==> src/rtl/seq_comparator.sv <==
// Multi-cycle magnitude comparator: scans operands CHUNK bits per cycle from the MSB and stops
// at the first differing chunk. Define SEQ_CMP_MINMAX_EN to add the out_min/out_max outputs.
module seq_comparator #(
  parameter int unsigned WIDTH = 32,
  parameter int unsigned CHUNK = 8
) (
  input  logic             clk,
  input  logic             rst,
  input  logic             in_valid,
  output logic             in_ready,
  input  logic [WIDTH-1:0] A_in,
  input  logic [WIDTH-1:0] B_in,
  input  logic             mode,
  output logic             out_valid,
  input  logic             out_ready,
  output logic             lt,
  output logic             zero,
  output logic             gt
`ifdef SEQ_CMP_MINMAX_EN
  ,
  output logic [WIDTH-1:0] out_min,
  output logic [WIDTH-1:0] out_max
`endif
);

  localparam int unsigned NCHUNK = WIDTH / CHUNK;
  localparam int unsigned IdxW = (NCHUNK > 1) ? $clog2(NCHUNK) : 1;
  localparam logic [IdxW-1:0] IdxLast = IdxW'(NCHUNK - 1);

  typedef enum logic [1:0] {StIdle, StScan, StDone} state_e;

  state_e           state_q, state_d;
  logic [IdxW-1:0]  idx_q, idx_d;
  logic [WIDTH-1:0] a_q, a_d, b_q, b_d;
  logic             lt_q, lt_d, zero_q, zero_d, gt_q, gt_d;
  logic [CHUNK-1:0] a_chunk, b_chunk;

  assign a_chunk = a_q[idx_q*CHUNK +: CHUNK];
  assign b_chunk = b_q[idx_q*CHUNK +: CHUNK];

  always_comb begin
    state_d = state_q;
    idx_d   = idx_q;
    a_d     = a_q;
    b_d     = b_q;
    lt_d    = lt_q;
    zero_d  = zero_q;
    gt_d    = gt_q;
    unique case (state_q)
      StIdle: begin
        if (in_valid) begin
          // Flipping the sign bit maps two's complement onto offset-binary order.
          a_d = A_in;
          b_d = B_in;
          a_d[WIDTH-1] = A_in[WIDTH-1] ^ ~mode;
          b_d[WIDTH-1] = B_in[WIDTH-1] ^ ~mode;
          idx_d   = IdxLast;
          state_d = StScan;
        end
      end
      StScan: begin
        if (a_chunk < b_chunk) begin
          {lt_d, zero_d, gt_d} = 3'b100;
          state_d = StDone;
        end else if (a_chunk > b_chunk) begin
          {lt_d, zero_d, gt_d} = 3'b001;
          state_d = StDone;
        end else if (idx_q == '0) begin
          {lt_d, zero_d, gt_d} = 3'b010;
          state_d = StDone;
        end else begin
          idx_d = idx_q - IdxW'(1);
        end
      end
      StDone: begin
        if (out_ready) state_d = StIdle;
      end
      default: state_d = StIdle;
    endcase
  end

  always_ff @(posedge clk) begin
    if (rst) begin
      state_q <= StIdle;
      idx_q   <= IdxLast;
      a_q     <= '0;
      b_q     <= '0;
      lt_q    <= 1'b0;
      zero_q  <= 1'b0;
      gt_q    <= 1'b0;
    end else begin
      state_q <= state_d;
      idx_q   <= idx_d;
      a_q     <= a_d;
      b_q     <= b_d;
      lt_q    <= lt_d;
      zero_q  <= zero_d;
      gt_q    <= gt_d;
    end
  end

  assign in_ready  = (state_q == StIdle);
  assign out_valid = (state_q == StDone);
  assign lt        = lt_q;
  assign zero      = zero_q;
  assign gt        = gt_q;

`ifdef SEQ_CMP_MINMAX_EN
  logic             mode_q;
  logic             finish;
  logic [WIDTH-1:0] orig_a, orig_b;
  logic [WIDTH-1:0] min_q, max_q;

  // Undo the sign bias rather than keeping a second copy of each operand.
  always_comb begin
    orig_a = a_q;
    orig_b = b_q;
    orig_a[WIDTH-1] = a_q[WIDTH-1] ^ ~mode_q;
    orig_b[WIDTH-1] = b_q[WIDTH-1] ^ ~mode_q;
  end

  assign finish = (state_q == StScan) && (state_d == StDone);

  always_ff @(posedge clk) begin
    if (rst) begin
      mode_q <= 1'b0;
      min_q  <= '0;
      max_q  <= '0;
    end else begin
      if (state_q == StIdle && in_valid) mode_q <= mode;
      if (finish) begin
        min_q <= gt_d ? orig_b : orig_a;
        max_q <= gt_d ? orig_a : orig_b;
      end
    end
  end

  assign out_min = min_q;
  assign out_max = max_q;
`endif

endmodule

==> config.mk <==
export PLATFORM = sky130hd
export DESIGN_NAME = seq_comparator
export DESIGN_NICKNAME = d
export VERILOG_FILES = /design/src/rtl/seq_comparator.sv
export SDC_FILE = /design/constraint.sdc
export NUM_CORES = 1
export LEC_CHECK = 0
export BUFFER_PORTS_ARGS = -buffer_cell sky130_fd_sc_hd__buf_4
export CORE_MARGIN = 5
export CORE_UTILIZATION = 32
export CTS_BUF_LIST = sky130_fd_sc_hd__clkbuf_8
export DETAILED_ROUTE_END_ITERATION = 8
export PLACE_DENSITY = 0.61
export REMOVE_ABC_BUFFERS = 1
export SETUP_SLACK_MARGIN = 0.4
export SLEW_MARGIN = 15
export SYNTH_ARGS = -nofsm -noshare
export SYNTH_HDL_FRONTEND = slang
export SYNTH_SLANG_ARGS = --single-unit
==> constraint.sdc <==
create_clock -name clk -period 4.1 [get_ports clk]
set_clock_uncertainty 0.1 [all_clocks]
set_input_delay 0.82 -clock clk [delete_from_list [all_inputs] [get_ports clk]]
set_output_delay 0.82 -clock clk [all_outputs]
set_load 0.02 [all_outputs]
; ---- After elaboration in Yosys (flattened, before gate mapping)
; Cells that the tools add are included.
[totals]
register_bits = 71
input_bits = 69
word_cells = 50
output_inout_bits = 5
[op_classes]
bitwise_logic = 3
order_cmp = 2
n_shift = 2
eq_ne = 8
reduce_logical = 8
muxes = 19
add_sub_neg = 1
[ops]
columns = op, n
row1 = $shiftx A32 B6 Y8, 2
row2 = $mux W2, 9
row3 = $gt A8 B8 Y1, 1
row4 = $lt A8 B8 Y1, 1
row5 = $mux W1, 8
row6 = $ne A2 B2 Y1 const B, 4
row7 = $pmux W2 S3, 1
row8 = $reduce_and A5 Y1, 1
row9 = $logic_not A2 Y1, 2
row10 = $ne A4 B4 Y1 const B, 1
row11 = $pmux W2 S2, 1
row12 = $reduce_and A2 Y1, 2
row13 = $reduce_and A3 Y1, 1
row14 = $reduce_bool A3 Y1, 1
row15 = $eq A2 B1 Y1 const B, 1
row16 = $eq A2 B2 Y1 const B, 1
row17 = $ne A2 B1 Y1 const B, 1
row18 = $reduce_bool A2 Y1, 1
row19 = $sub A2 B1 Y2 const B, 1
row20 = $xor A1 B1 Y1, 2
row21 = $not A1 Y1, 1

; ---- Longest topological paths before layout
; Gate-level depths: netlist of the first run.
[logic_depth]
depth_word = 5
ltp_mapped = 10
ltp_nobuf = 8

; ---- Worst setup path before layout of the first run
; No wires, ideal clock.
[synth_path]
path_kind = reg2reg
startpoint = reg idx_q[0]
endpoint = reg idx_q[0]
setup_slack_ps = 1287
stages_incl_launch_ff = 10
synth_period_minus_slack_ps = 2813
t_arrival_ps = 2599
setup_time_ps = 114
path_buffers = 2
required_ps = 3886
path_cell_list = dfxtp_1 buf_2 buf_2 mux4_2 ha_1 nand4_2 or2_4 a311oi_4 nand2_1 a21o_1
[synth_via]
elab_chain_cells = 5
word_cells_on_any_way = 14
cone_classes = add/sub: 1 / order compare: 2 / eq/ne: 3 / shift: 2 / mux: 4 / reduce/logical: 2
[synth_rtl]
columns = item, line_no
row1 = start: declaration, 33  ; logic [IdxW-1:0] idx_q, idx_d;
row2 = start signal: assignment, 85  ; idx_q <= IdxLast;
row3 = start signal: assignment, 93  ; idx_q <= idx_d;
row4 = branches (longest 5 deep; another with $gt A8 B8 Y1), -
; Several ways; the timed one is not identified. The select of a mux whose other input is x is not followed.
; A chain may end at the register's enable or synchronous reset.

; ---- Final worst setup path of the first run
[layout_path]
startpoint = reg idx_q[1]
endpoint = reg idx_q[1]
; Same word-level chain as after synthesis.

==> results of run 1 <==
[registers in the layout, indices dropped and copies added (netlist names)]
register	flops
a_q	32
b_q	32
gt	1
idx_q	2
lt	1
state_q	2
zero	1
[critical path, cell delays in order, from the launching register on]
cell and delay (ns):
dfxtp_1 0.89, mux4_2 0.60, inv_1 0.07, ha_1 0.25, a21oi_1 0.16, o21a_2 0.21
a311oi_4 0.12, or3_1 0.34, a21o_1 0.16
[cells in the mapped netlist (3+ instances only)]
library cell | instances | area (sq um)
ha_1 | 9 | 113
clkbuf_1 | 14 | 52.6
nand2_1 | 134 | 503
a21oi_1 | 71 | 355
inv_1 | 10 | 37.5
a21o_1 | 3 | 22.5
mux4_2 | 16 | 360
buf_2 | 10 | 50.1
nor2b_1 | 4 | 25.0
nor2_1 | 6 | 22.5
dfxtp_1 | 71 | 1420
[how the worst max path moves through the flow]
stage	endpoint	slack (ns)	cells past startpoint	from
finish	idx_q[1]	1.10	8	idx_q[1]
global route	idx_q[1]	0.85	8	idx_q[1]
CTS	idx_q[1]	1.03	8	idx_q[1]
detailed placement	idx_q[1]	1.04	8	idx_q[1]
global placement	idx_q[0]	1.17	8	idx_q[1]
floorplan	idx_q[0]	1.16	7	idx_q[0]
[through the flow]
stage / setup slack, ns / util (%) / cells
after detailed placement: 1.04 / 38.9 / 552
after global placement: 1.17 / 38.9 / 552
after global routing: 0.854 / 41.4 / 568
after CTS: 1.03 / 41.3 / 568
after floorplan: 1.16 / - / 344
final: 1.10 / 41.4 / 568
[layout make-up]
type                            instances  area [sq um]
Clock buffer                           12           165
Clock inverter                          4          76.3
Fill cell                             979          5680
Inverter                               10          37.5
Multi-Input combinational cell        263          1580
Sequential cell                        71          1420
Tap cell                              133           166
Timing Repair Buffer                   75           563
[where the power goes]
| group | switching (W) | leakage (nW) | internal (W) | total (W) |
|---|---|---|---|---|
| registers | 0.0000275 | 0.583 | 0.000742 | 0.000769 |
| logic | 0.000158 | 0.936 | 0.000138 | 0.000296 |
| clock network | 0.000257 | 0.119 | 0.000394 | 0.000651 |
[metal layers]
layer | part of all wire [%] | global-route usage [%] | wire length, um | vias to the layer above
met5 | 0 | 0 | 0 | -
met4 | 0.41 | 3.25 | 30 | 0
met3 | 5.9 | 4.03 | 429 | 2
met2 | 46 | 20.1 | 3360 | 66
met1 | 47 | 17.6 | 3420 | 1202
li1 | - | - | - | 1360
[cells by family after synthesis]
family | count (synthesis)
flip-flops | 71
AND/OR/NAND/NOR | 155
adder cells (fa/ha/maj) | 9
buffers and inverters | 35
XOR/XNOR | 2
multiplexers | 16
AO/OA/AOI/OAI | 81
[cell usage in the layout (no fill, tap or decap)]
cell / n
nand2_1: 133
buf_4: 75
a21oi_1: 71
dfxtp_1: 71
mux4_2: 16
clkbuf_8: 12
inv_1: 10
ha_1: 9
nor2_1: 6
nor2b_1: 4
a21o_1: 3
nand2b_1: 2
or3_1: 2
xnor2_1: 2
nand3_1: 2
bufinv_16: 2
and2_2: 1
nand2_4: 1
o21a_2: 1
o211ai_2: 1
nand4_2: 1
nand4_1: 1
or2_4: 1
a311oi_4: 1
a311oi_1: 1
o21ai_1: 1
nor3_1: 1
o2bb2ai_1: 1
o31ai_1: 1
clkinvlp_4: 1
clkinv_4: 1
==> impl_metrics.toml, run 1 <==
[routing]
ant_nets = 0
drt_wl_total_mm = 7.24
wl_per_cell_um = 12.8
route.detailed.drc = 0
drt_iter0_markers = 144
vias_per_cell = 4.63
dr.pass1.iters = 4
vias = 2630

[worst_setup_path]
crit_path_start_kind = "flip-flop"
r2r-end = "idx_q[1]"
crit_type = "reg -> reg"
cp.required_ns = 4.23
crit_fanout = 18
end_kind = "flip-flop"
worst-r2r-setup-slack_ns = 1.10
arrival_ns = 3.13
reg2reg_depth = 8
r2r-start = "idx_q[1]"

[floorplanning]
die_h_um = 109
start_util_pct = 32.4
die_area_sq_mm = 0.0119
core_sq_mm = 0.00968
rows = 36
die_w_um = 109
ios = 74

[grt]
grt_pass1_wl_mm = 12.2
grt_use_total_pct = 13.0
antenna_found_initial = 0
grt_max_degree = 73
grt_overflow = 0
grt_pass1_vias = 2645

[timing]
fmax_mhz = 333
finalSetupViolations = 0
slew_viol_final = 0
final.setup.tns_ns = 0
min_period_over_period_pct = 73.2
min_period_ns = 3.00
max_slew_margin_pct = 41.9
finalHoldViolations = 0
worst_pin_slew_ns = 0.871
whs_ns = 0.353
rsz0062_at_grt = "false"

[logic_synthesis]
ys_seq_elements = 71
synth-main-ff-cell = "dfxtp_1"
synthMuxAreaShare_pct = 11.5
synth-compound-area-share_pct = 14.5
synth_top_family_by_area = "simple AND/OR/NAND/NOR gates"
ys_async_sr_fraction_pct = 0
synth_xor_area_share_pct = 0.559
synthCells = 369
synthAdderAreaFrac_pct = 3.59
yosys_warnings = 0
yosysUniqueCellTypes = 28
syn_avg_cell_area_sq_um = 8.50
synth_edf_count = 0
netlist_area_sq_mm = 0.00314
yosysSeqAreaShare_pct = 45.3
synthSimpleGateAreaFrac_pct = 19.9

[power]
p_per_area_mw_per_mm2 = 428
power.total_w = 0.00172
ir_worst_vdd_v = 0.000154
leakagePower_nw = 1.64

[clock_network]
tritoncts = "built"
cts_buffer_depth = 2
cts_setup_buffers = 0
clkTransAtPathRegs_ns = 0.08
ctsResizeCount = 0
root_buffer = "clkbuf_8"
cts_num_sinks = 71
clkLatencyLatePin_ns = 0.33
htree_levels = 3
hold_buffers = 0
cts-buffers-inserted = 9

[placed_design]
post_dp_cell_area_sq_mm = 0.00376
place_hpwl_mm = 5.26
gp_congestion = 0.730
port_buffers = 73

[finish]
post-route-cell-area_sq_mm = 0.00401
drive_above_1_share_pct = 26.2
syn2layout_area_growth_pct = 27.9
nets = 508
diodes = 0

[hold_path]
min_to = "b_q[31]"
min_path_type = "reg -> reg"
whs_path_depth = 2
hp-start = "b_q[31]"

[run]
maxCapViolations = 0

[status]
outcome = "completed"
No activity file was read; power rests on OpenSTA's default activity.
==> inputs of run 2 (changes only) <==
Clock period 4.1 ns to 3.04 ns, I/O delays scaled along.
==> impl_metrics.toml, run 2 (synthesis results as in run 1) <==
[status]
outcome = "completed"

[timing]
finalHoldViolations = 0
worst_pin_slew_ns = 0.726
finalSetupViolations = 0
fmax_mhz = 384
rsz0062_at_grt = "true"
min_period_over_period_pct = 85.7
max_slew_margin_pct = 51.6
min_period_ns = 2.61
whs_ns = 0.354
final.setup.tns_ns = 0
slew_viol_final = 0

[grt]
grt_pass1_wl_mm = 12.4
antenna_found_initial = 0
grt_pass1_vias = 2671
grt_overflow = 0
grt_use_total_pct = 13.3
grt_max_degree = 73

[worst_setup_path]
crit_family = "simple AND/OR/NAND/NOR gates"
crit_path_start_kind = "flip-flop"
crit_chain = "buf_12 -> mux4_2 -> ha_1 -> nand4_1 -> or2_4 -> a311oi_4 -> nand2_1 -> a21o_1"
cp.required_ns = 3.18
r2r-start = "idx_q[0]"
end_kind = "flip-flop"
cpMaxStageDelayCell = "mux4_2"
startpoint = "idx_q[0]"
crit_fanout = 10
arrival_ns = 2.74
max_stage_delay_ns = 0.49
path_buf_inv = 1
crit_type = "reg -> reg"

[routing]
ant_nets = 0
drt_wl_total_mm = 7.65
vias_per_cell = 4.63
drt_iter0_markers = 140
vias = 2683
wl_per_cell_um = 13.2
route.detailed.drc = 0
dr.pass1.iters = 4

[floorplanning]
die_w_um = 109
ios = 74
rows = 36
core_sq_mm = 0.00968
start_util_pct = 32.4
die_h_um = 109
die_area_sq_mm = 0.0119

[clock_network]
hold_buffers = 0
cts_buffer_depth = 2
htree_levels = 3
tritoncts = "built"
cts-buffers-inserted = 9
cts_num_sinks = 71
clkTransAtPathRegs_ns = 0.07
root_buffer = "clkbuf_8"
clkLatencyLatePin_ns = 0.34

[power]
swShare_pct = 26.9
p_comb_share_pct = 20.2
p_clk_share_pct = 33.3
ir_worst_vdd_v = 0.000209
sequentialPowerShare_pct = 46.5
intPower_w = 0.00163
power.total_w = 0.00224
p_sw_w = 0.000602
leakagePower_nw = 1.69
p_per_area_mw_per_mm2 = 538

[finish]
final_cell_mix = "133 x nand2_1, 86 x buf_4, 70 x a21oi_1"
syn2layout_area_growth_pct = 32.4
final_common_cell = "nand2_1"
diodes = 0
largest_registers = "a_q (32), b_q (32)"
multi_input_area_sq_mm = 0.00164
regArea_sq_mm = 0.00143
drive_above_1_share_pct = 30.0
stdcell_count = 580
fill_cells = 969
nets = 521

[placed_design]
place_hpwl_mm = 5.55
gp_congestion = 0.790
port_buffers = 73
dpl.cell_count = 557

[hold_path]
hp-start = "a_q[21]"
min_path_type = "reg -> reg"

[run]
maxCapViolations = 0
[run 2: cell types whose count changed in the layout (fill, tap and decap cells not counted), sizes merged]
cell | before | now
buf | 75 | 88
bufinv | 2 | 1
clkbuf | 12 | 11
clkinv | 1 | 3
clkinvlp | 1 | 0
[run 2: layout make-up]
| cell class | instances | share of cell area (%) |
|---|---|---|
| flip-flops and latches | 71 | 34.4 |
| clock buffers | 11 | 3.65 |
| repair buffers | 88 | 16.4 |
| multi-input cells | 263 | 39.6 |
| clock inverters | 4 | 1.08 |
| well taps | 133 | 4.01 |
| inverters | 10 | 0.904 |
[run 2: worst paths after layout]
kind | endpoint | slack (ns) | cells past startpoint
hold reg to reg | a_q[21] | 0.35 | 2
setup / recovery | idx_q[1] | 0.43 | 8
setup reg to reg | idx_q[1] | 0.43 | 8
hold / removal | a_q[21] | 0.35 | 2
[run 2: metal layers]
layer	vias up	share of wire, %	global-route usage (%)
met5	-	0	0
li1	1383	-	-
met1	1228	47	18.1
met3	13	5.5	3.61
met2	59	46	20.1
met4	0	1.7	4.87
[run 2: worst min-delay path, cell delays in order (launching register included)]
cell and delay, ns:
dfxtp_1 0.31, nand2_1 0.05, a21oi_1 0.05
[run 2: stage by stage]
step / cell area, sq um / util (%) / setup slack, ns
after floorplan: 3030 / - / 0.0982
after global placement: 3800 / 39.2 / 0.326
after detailed placement: 3800 / 39.2 / 0.247
after CTS: 4030 / 41.6 / 0.413
after global routing: 4150 / 42.9 / 0.374
final: 4150 / 42.9 / 0.434
[run 2: power groups by stage]
stage | combinational (W) | sequential [W] | clock, W
floorplan | 0.000245 | 0.00105 | 0
global route | 0.000508 | 0.00105 | 0.000803
detailed placement | 0.000409 | 0.00106 | 0
finish | 0.000452 | 0.00104 | 0.000744
CTS | 0.000427 | 0.00104 | 0.000764
global placement | 0.000399 | 0.00106 | 0
[run 2: timing repair]
item	4_1_cts	5_1_grt
setup buffers	2	6
setup endpoints to repair	4	4
resized for setup	5	11
cloned	0	0
pin swaps	2	6
